==> src/rtl/mdu_pkg.sv <==
// mdu_pkg: shared definitions for the multiply/divide unit.
//   - MDU opcode encoding as presented by the EX stage (OP_NONE..OP_MADDU)
//   - controller state encoding (IDLE, MUL, DIV, FIX)
//   - divide iteration count and the width of the shared latency counter
package mdu_pkg;

    localparam logic [3:0] OP_NONE  = 4'd0;
    localparam logic [3:0] OP_MULT  = 4'd1;
    localparam logic [3:0] OP_MULTU = 4'd2;
    localparam logic [3:0] OP_DIV   = 4'd3;
    localparam logic [3:0] OP_DIVU  = 4'd4;
    localparam logic [3:0] OP_MTHI  = 4'd5;
    localparam logic [3:0] OP_MTLO  = 4'd6;
    localparam logic [3:0] OP_MADD  = 4'd7;
    localparam logic [3:0] OP_MADDU = 4'd8;

    typedef logic [1:0] mdu_state_t;

    localparam mdu_state_t ST_IDLE = 2'd0;
    localparam mdu_state_t ST_MUL  = 2'd1;
    localparam mdu_state_t ST_DIV  = 2'd2;
    localparam mdu_state_t ST_FIX  = 2'd3;

    localparam int DIV_ITERS = 32;

    // One counter serves both the multiply latency (up to 15, or 16 with
    // accumulate) and the 32 divide iterations.
    localparam int CNT_W = $clog2(DIV_ITERS);

endpackage

==> src/rtl/mdu_div_iter.sv <==
// mdu_div_iter: one radix-2 restoring division step.
//   rem      in   current partial remainder
//   quo      in   dividend bits not yet consumed (MSB first) / quotient so far
//   divisor  in   divisor magnitude
//   rem_next out  partial remainder after this step
//   quo_next out  quo shifted left with the new quotient bit in the LSB
// With divisor=0 every trial subtraction succeeds, so after WIDTH steps the
// quotient is all ones and the remainder is the dividend.
module mdu_div_iter
    import mdu_pkg::*;
#(
    parameter int WIDTH = 32
) (
    input  logic [WIDTH-1:0] rem,
    input  logic [WIDTH-1:0] quo,
    input  logic [WIDTH-1:0] divisor,
    output logic [WIDTH-1:0] rem_next,
    output logic [WIDTH-1:0] quo_next
);

    logic [WIDTH:0] rem_sh;
    logic           fits;

    assign rem_sh = {rem, quo[WIDTH-1]};
    assign fits   = (rem_sh >= {1'b0, divisor});

    // When the divisor fits the true difference is below the divisor, so the
    // low WIDTH bits of the subtraction are exact.
    assign rem_next = fits ? (rem_sh[WIDTH-1:0] - divisor) : rem_sh[WIDTH-1:0];
    assign quo_next = {quo[WIDTH-2:0], fits};

endmodule

==> src/rtl/mdu_ctrl.sv <==
// mdu_ctrl: multi-cycle multiply/divide sequencer owning the HI/LO registers.
// Optional feature macro: MDU_MADD_EN (MADD/MADDU accumulate into {HI,LO}).
// Ports:
//   clk         in   pipeline clock, rising edge
//   rst_n       in   asynchronous active-low reset
//   start_i     in   EX stage holds an MDU op this cycle
//   op_i        in   MDU opcode (see mdu_pkg)
//   rs_i, rt_i  in   forwarded operands
//   use_hilo_i  in   EX instruction reads or writes HI/LO
//   flush_i     in   EX stage squashed; aborts any in-flight operation
//   busy_o      out  operation in flight
//   stall_o     out  pipeline freeze request (HI/LO consumer while busy)
//   hi_o, lo_o  out  architectural HI/LO
module mdu_ctrl
    import mdu_pkg::*;
#(
    parameter int WIDTH   = 32,
    parameter int MUL_LAT = 4
) (
    input  logic             clk,
    input  logic             rst_n,
    input  logic             start_i,
    input  logic [3:0]       op_i,
    input  logic [WIDTH-1:0] rs_i,
    input  logic [WIDTH-1:0] rt_i,
    input  logic             use_hilo_i,
    input  logic             flush_i,
    output logic             busy_o,
    output logic             stall_o,
    output logic [WIDTH-1:0] hi_o,
    output logic [WIDTH-1:0] lo_o
);

    localparam int PW = 2 * WIDTH;

    mdu_state_t       state;
    logic [CNT_W-1:0] cnt;

    logic [PW-1:0]    prod;
    logic [WIDTH-1:0] rem;
    logic [WIDTH-1:0] quo;
    logic [WIDTH-1:0] divisor;
    logic [WIDTH-1:0] rem_next;
    logic [WIDTH-1:0] quo_next;
    logic             neg_quo;
    logic             neg_rem;

    logic             accept;
    logic             mul_signed;
    logic             div_signed;
    logic [PW-1:0]    mul_a;
    logic [PW-1:0]    mul_b;
    logic [PW-1:0]    mul_full;
    logic [WIDTH-1:0] rs_mag;
    logic [WIDTH-1:0] rt_mag;

`ifdef MDU_MADD_EN
    logic             acc;
`endif

    function automatic logic [WIDTH-1:0] magnitude(input logic [WIDTH-1:0] v,
                                                   input logic is_signed);
        return (is_signed && v[WIDTH-1]) ? (~v + 1'b1) : v;
    endfunction

    function automatic logic [WIDTH-1:0] apply_sign(input logic [WIDTH-1:0] v,
                                                    input logic neg);
        return neg ? (~v + 1'b1) : v;
    endfunction

    assign accept = (state == ST_IDLE) & start_i & ~flush_i;

`ifdef MDU_MADD_EN
    assign mul_signed = (op_i == OP_MULT) | (op_i == OP_MADD);
`else
    assign mul_signed = (op_i == OP_MULT);
`endif
    assign div_signed = (op_i == OP_DIV);

    // Extending to the full product width makes the truncated product the
    // correct 64-bit result for both signed and unsigned operands.
    assign mul_a    = {{WIDTH{mul_signed & rs_i[WIDTH-1]}}, rs_i};
    assign mul_b    = {{WIDTH{mul_signed & rt_i[WIDTH-1]}}, rt_i};
    assign mul_full = mul_a * mul_b;

    // 0x80000000 maps to itself, which is the correct unsigned magnitude.
    assign rs_mag = magnitude(rs_i, div_signed);
    assign rt_mag = magnitude(rt_i, div_signed);

    assign busy_o  = (state != ST_IDLE);
    assign stall_o = use_hilo_i & busy_o;

    mdu_div_iter #(
        .WIDTH    (WIDTH)
    ) u_div_iter (
        .rem      (rem),
        .quo      (quo),
        .divisor  (divisor),
        .rem_next (rem_next),
        .quo_next (quo_next)
    );

    // Operand/datapath registers: loaded on acceptance, stepped while dividing.
    // Their contents only matter once the FSM commits them, so no reset.
    always_ff @(posedge clk) begin
        if (accept) begin
            prod    <= mul_full;
            quo     <= rs_mag;
            rem     <= '0;
            divisor <= rt_mag;
            neg_quo <= div_signed & (rs_i[WIDTH-1] ^ rt_i[WIDTH-1]);
            neg_rem <= div_signed & rs_i[WIDTH-1];
        end else if (state == ST_DIV) begin
            rem <= rem_next;
            quo <= quo_next;
        end
    end

    // Sequencer and architectural HI/LO.
    always_ff @(posedge clk or negedge rst_n) begin
        if (!rst_n) begin
            state <= ST_IDLE;
            cnt   <= '0;
            hi_o  <= '0;
            lo_o  <= '0;
`ifdef MDU_MADD_EN
            acc   <= 1'b0;
`endif
        end else if (flush_i) begin
            // Squash wins over both a new start and a pending HI/LO commit.
            state <= ST_IDLE;
            cnt   <= '0;
        end else begin
            case (state)
                ST_IDLE: begin
                    if (start_i) begin
                        case (op_i)
                            OP_MULT, OP_MULTU: begin
                                state <= ST_MUL;
                                cnt   <= CNT_W'(MUL_LAT - 1);
`ifdef MDU_MADD_EN
                                acc   <= 1'b0;
`endif
                            end
                            OP_DIV, OP_DIVU: begin
                                state <= ST_DIV;
                                cnt   <= CNT_W'(DIV_ITERS - 1);
                            end
                            OP_MTHI: hi_o <= rs_i;
                            OP_MTLO: lo_o <= rs_i;
`ifdef MDU_MADD_EN
                            // One extra cycle for the 64-bit accumulate.
                            OP_MADD, OP_MADDU: begin
                                state <= ST_MUL;
                                cnt   <= CNT_W'(MUL_LAT);
                                acc   <= 1'b1;
                            end
`else
                            OP_MADD, OP_MADDU: ;
`endif
                            OP_NONE: ;
                            default: ;
                        endcase
                    end
                end
                ST_MUL: begin
                    if (cnt == '0) begin
                        state <= ST_IDLE;
`ifdef MDU_MADD_EN
                        if (acc) begin
                            {hi_o, lo_o} <= {hi_o, lo_o} + prod;
                        end else begin
                            {hi_o, lo_o} <= prod;
                        end
`else
                        {hi_o, lo_o} <= prod;
`endif
                    end else begin
                        cnt <= cnt - 1'b1;
                    end
                end
                ST_DIV: begin
                    if (cnt == '0) begin
                        state <= ST_FIX;
                    end else begin
                        cnt <= cnt - 1'b1;
                    end
                end
                ST_FIX: begin
                    state <= ST_IDLE;
                    lo_o  <= apply_sign(quo, neg_quo);
                    hi_o  <= apply_sign(rem, neg_rem);
                end
                default: state <= ST_IDLE;
            endcase
        end
    end

endmodule
==> config.mk <==
export PLATFORM = sky130hd
export DESIGN_NAME = mdu_ctrl
export DESIGN_NICKNAME = d
export VERILOG_FILES = /design/src/rtl/mdu_pkg.sv /design/src/rtl/mdu_div_iter.sv /design/src/rtl/mdu_ctrl.sv
export SDC_FILE = /design/constraint.sdc
export NUM_CORES = 2
export LEC_CHECK = 0
export BUFFER_PORTS_ARGS = -buffer_cell sky130_fd_sc_hd__buf_2
export CORE_MARGIN = 2
export CORE_UTILIZATION = 50
export CTS_CLUSTER_DIAMETER = 80
export CTS_CLUSTER_SIZE = 10
export DETAILED_ROUTE_END_ITERATION = 6
export PLACE_DENSITY_LB_ADDON = 0.15
export RECOVER_POWER = 100
export SLEW_MARGIN = 10
export SYNTH_ARGS = -nofsm -noshare
export SYNTH_HDL_FRONTEND = slang
export SYNTH_SLANG_ARGS = --single-unit
==> constraint.sdc <==
create_clock -name clk -period 6.6 [get_ports clk]
set_clock_uncertainty 0.1 [all_clocks]
set_input_delay 0.33 -clock clk [delete_from_list [all_inputs] [get_ports clk]]
set_output_delay 0.33 -clock clk [all_outputs]
set_load 0.01 [all_outputs]
==> After elaboration in Yosys (flattened, before gate mapping) <==
Cells that the tools add are included.
{ "totals": {"ff_bits": 233, "out_inout_bits": 66, "inputBits": 73, "word_cells": 90} }
{ "op_classes": {"eq_ne": 18, "n_bitwise": 13, "add_sub_neg": 6, "n_lt_le_gt_ge": 1, "reduce_logical": 15, "multipliers": 1, "n_mux": 26} }
{ "ops": {"columns": ["cell", "count"], "rows": [
  ["$mux 32", 13],
  ["$pmux 32 s3", 2],
  ["$add 32x1->32 const B", 4],
  ["$not 32->32", 4],
  ["$mul 33x33->64", 1],
  ["$ge 33x32->1", 1],
  ["$sub 32x32->32", 1],
  ["$pmux 5 s2", 2],
  ["$mux 5", 3],
  ["$eq 4x3->1 const B", 3],
  ["$reduce_and 5->1", 2],
  ["$ne 3x3->1 const B", 3],
  ["$eq 4x2->1 const B", 2],
  ["$mux 2", 4],
  ["$pmux 2 s4", 1],
  ["$reduce_and 4->1", 2],
  ["$and 1x1->1", 7],
  ["$reduce_bool 3->1", 2],
  ["$reduce_or 2->1", 3],
  ["$logic_not 5->1", 1],
  ["$sub 5x1->5 const B", 1],
  ["$eq 2x2->1 const B", 2],
  ["$eq 4x1->1 const B", 1],
  ["$ne 2x1->1 const B", 2],
  ["10 further kinds", 13]
]} }

==> Logic depth before layout (Yosys ltp) <==
{ "depth": {"depth_word": 6, "mapped_depth": 33} }

==> Hierarchy <==
Synthesis repeated with hierarchy kept, for this count alone.
{ "unflattened": {"cells_unflattened": 5780, "hier_area_um2": 52352.7} }
{ "modules_own_cells": {"columns": ["module", "area_each_um2", "instances", "cells_per_inst", "seq_area_each_um2"], "rows": [
  ["mdu_ctrl", 49642.6, 1, 5367, 6321.1],
  ["mdu_div_iter", 2710.1, 1, 413, 0.0]
]} }

==> Worst setup path after synthesis <==
No wires, ideal clock.
{ "synth_timing": {"path_type": "input port to flip-flop", "from": "input port op_i[1]", "to": "register prod[63] (data pin)", "arrival_time_ns": 8.123, "path_slack_ns": -1.883, "t_required_ns": 6.240, "stages": 29, "path_buffers": 2, "path_cell_list": "nor4b_1 > and2_1 > clkbuf_1 > nand2_1 > inv_1 > fa_1 > inv_1 > fa_1 > inv_1 > fa_1 > fa_1 > inv_1 > fa_1 > fa_1 > fa_1 > inv_1 > fa_1 > ha_1 > clkbuf_1 > a21o_1 > a21oi_1 > nor3b_1 > o211ai_1 > a31oi_1 > nand2b_1 > o21ai_0 > a21o_1 > a21oi_1 > xnor2_1"} }
{ "synth_between": {"elab_chain_cells": 3} }
{ "synth_lines": {"columns": ["element", "line_no", "text"], "rows": [
  ["start, declared", "mdu_ctrl.sv:23", "input logic [3:0] op_i,"],
  ["$eq 4x1->1 *", "mdu_ctrl.sv:76", "assign mul_signed = (op_i == OP_MULT);"],
  ["$and 1x1->1, on equally long branches", "mdu_ctrl.sv:82, mdu_ctrl.sv:83", null],
  ["$mul 33x33->64 *", "mdu_ctrl.sv:84", "assign mul_full = mul_a * mul_b;"],
  ["net mul_full[63]", "mdu_ctrl.sv:53", "logic [PW-1:0] mul_full;"],
  ["end signal, assigned", "mdu_ctrl.sv:107", "prod <= mul_full;"],
  ["end, declared", "mdu_ctrl.sv:39", "logic [PW-1:0] prod;"]
]} }
The timed path passes the listed nets; every way through them passes the cells marked *.
A chain may end at the register's enable or synchronous reset.

==> Final worst setup path <==
Same ends and word-level chain as after synthesis.

==> out/qor.json <==
{
  "top_level_ports": 139,
  "critPathCaptureType": "flop",
  "initial_core_util": 0.504,
  "main_combinational_cell_family_by_area_after_synthesis": "adder cells",
  "gp_congestion": 0.938,
  "outcome": "complete, but fails checks",
  "synth.net_count": 7042,
  "required_ns": 6.80,
  "vias": 40300,
  "synth_top_cells_by_count": "1,170 x inv_1, 1,126 x fa_1, 882 x nand2_1, 370 x and2_1, 283 x clkbuf_1",
  "violations_in_the_final_reports": "capacitance limit, slew limit, setup timing",
  "drtPass1Iterations": 6,
  "synth_flop_cell": "edfxtp_1",
  "area_growth_pct": 18.1,
  "fillers": 8934,
  "number_of_enable_flip_flop_cells_after_synthesis": 130,
  "finalNonFillerCells": 7429,
  "critical-path-max-stage-delay_ns": 0.60,
  "synth.lib_cells_used.distinct": 72,
  "first_pass_grt_wire_length_um": 251000,
  "synth_top_cell_by_area": "fa_1",
  "setup_viol_count_final": 40,
  "synth_top_cell_area_share": 0.440,
  "worst_ep_arrival_time_ns": 7.73,
  "critPathKind": "input pin to flop",
  "tritoncts_buffer_count": 27,
  "timing.final.max_slew_violations": 458,
  "crit_path_top_delay_cell": "fa_2",
  "rows": 117,
  "synth_sequential_area_ratio": 0.123,
  "port_bufs": 138,
  "synth.yosys.warnings": 0,
  "route.antenna.remaining_nets": 0,
  "synth-adder-area-share": 0.502,
  "worstMarginPinSlew_ns": 3.86,
  "layout_min_cycle_time_ns": 7.53,
  "clk_transition_reported_paths_ns": 0.05,
  "rrSetupSlack_ns": 0.85,
  "ys_top_cells_by_area": "fa_1 44%, inv_1 8.6%, edfxtp_1 7.6%, nand2_1 6.5%, ha_1 6.2%",
  "detail_route.wl_per_cell_um": 21.9,
  "synth.cell_area_um2": 51200,
  "net_total_in_the_final_layout": 7494,
  "report.final.hold_viol_count": 0,
  "ys_async_sr_fraction": 0.305,
  "detailed_place.area_um2": 57400,
  "drt_drc_violations_left": 0,
  "final_cell_area_um2": 60500,
  "grt_pass1_vias": 41900,
  "layout-drive-gt1-share": 0.166,
  "clock_insertion_delay_worst_skew_ns": 0.56,
  "worst_hold_path.num_cells": 2,
  "floorplan.die_area_um2": 105000,
  "post_synth_inst_count": 5588,
  "antenna_found_initial": 7,
  "setup_ws_ns": -0.931,
  "cts-root-buf": "clkbuf_16",
  "critical_path.reg2reg.endpoint": "prod[10]",
  "max_freq_mhz": 133,
  "design.core.area_um2": 102000,
  "dieWidth_um": 324,
  "rsz0062_at_grt": "true",
  "drv_cap": 7,
  "dpl_cells": 7292,
  "synthesized_area_per_cell_um2": 9.17,
  "dp.final_hpwl_um": 132000,
  "synthMostInstantiatedCell": "inv_1",
  "holdPathEnd": "state[1]",
  "post_synthesis_share_of_cell_area_spent_on_xor_and_xnor_gates": 0.0380,
  "synth-seq-cells": 233,
  "die-height_um": 324,
  "worst_r2r_startpoint": "state[0]",
  "reg2regPathDepth": 6,
  "cts.sink_count": 233,
  "grtUsageTotal": 0.318,
  "gr-max-usage-layer": "met2",
  "worst_hold_path_type": "input pin to flop",
  "initialDrtViolationCount": 3430,
  "total_gr_overflow": 0,
  "vias_per_cell": 5.42,
  "cts_buffer_depth": 3,
  "cp-start-kind": "input pin",
  "critical_path.max_fanout": 6,
  "grt_util_met1": 0.454,
  "grt_max_degree": 79,
  "groute.layer.met3.usage": 0.0556,
  "muxShareOfSynthArea": 0.00217,
  "synthSimpleGateAreaFrac": 0.145,
  "hold_start": "flush_i",
  "slew_headroom": -1.58,
  "layout_worst_path_cycle_share": 1.14,
  "grt_util_met2": 0.498,
  "routed_wl_um": 163000,
  "synth_compound_area_frac": 0.0786,
  "cts_htree_levels": 1,
  "tritoncts_clock_tree": "built"
}
[cell type report]
type / instances / area [um^2] / share of cell area
clock inverter: 1 / 8.76 / 0.000145
sequential: 233 / 6320 / 0.104
clock buffer: 47 / 751 / 0.0124
timing repair buffer: 764 / 6640 / 0.110
inverter: 1170 / 4410 / 0.0730
antenna: 2 / 5.00 / 0.0000827
tap: 1368 / 1710 / 0.0283
multi-input combinational: 3844 / 40600 / 0.672
[stage by stage]
stage	util	setup TNS, ns	hold slack [ns]	setup WS (ns)
finish	0.595	-19.14	0.0351	-0.931
floorplan	-	-21.52	-0.0656	-1.11
global route	0.595	-26.83	0.0438	-1.17
CTS	0.588	-16.87	0.0105	-0.920
detailed placement	0.565	-48.97	0.366	-1.75
global placement	0.565	-48.02	0.356	-1.77
[timing repair]
item	CTS	global route
hold buffers	1	0
cloned	3	0
pin swaps	150	134
hold endpoints to repair	71	0
buffers inserted	66	34
endpoints found under the setup margin	39	40
resized for setup	270	152
[logic make-up (layout without fill, tap and decap cells)]
kind of cell	Yosys count	after routing
simple gates	1589	1589
other cells	0	2
mux	11	11
buf+inv	1511	1982
xor+xnor	222	222
flops	233	233
compound gates	641	641
fa+ha+maj	1381	1381
[worst max-delay path: cells and delay by family]
family | cells | cell delay, ns
buffers and inverters | 6 | 0.75
adder cells (fa/ha/maj) | 9 | 4.54
XOR/XNOR | 1 | 0.12
AND/OR/NAND/NOR | 5 | 0.82
AO/OA/AOI/OAI | 7 | 1.13
[cell usage in the layout (no fill, tap or decap), drive strengths merged, types with 17 or more instances in the layout]
| master | n |
|---|---|
| dfrtp | 71 |
| a221oi | 25 |
| clkbuf | 134 |
| nand3 | 20 |
| xnor2 | 168 |
| a21o | 44 |
| fa | 1126 |
| dfxtp | 32 |
| nand2b | 22 |
| and2 | 371 |
| edfxtp | 130 |
| and3 | 27 |
| ha | 255 |
| o41ai | 17 |
| xor2 | 54 |
| nor3 | 35 |
| a22o | 40 |
| buf | 674 |
| a211oi | 24 |
| o21ai | 207 |
| or4 | 19 |
| inv | 1167 |
| o31ai | 31 |
| a21oi | 174 |
| nor2 | 137 |
| nand2 | 882 |
[state kept, by name (all words and copies together), names as in the netlist]
name and count:
hi_o 32, quo 32, cnt 5, neg_rem 1
rem 32, lo_o 32, divisor 32, state 2
neg_quo 1, prod 64
[worst max path at each step]
stage	from	endpoint	slack, ns	depth (start not counted)
2_1_floorplan	op_i[3]	prod[63]	-1.11	28
3_3_place_gp	op_i[3]	prod[59]	-1.77	30
3_5_place_dp	rt_i[1]	prod[59]	-1.75	29
4_1_cts	op_i[1]	prod[63]	-0.92	30
5_1_grt	op_i[1]	prod[63]	-1.17	31
6_report	op_i[1]	prod[63]	-0.93	28
[routing by layer]
metal	vias up	wire length, um
met5	-	32
met4	6	6210
met3	279	14800
met2	1665	73400
met1	20600	68300
li1	17800	-
Power is not shown: default switching activity piles up to over one toggle a cycle in this logic, so the estimate is an artifact.
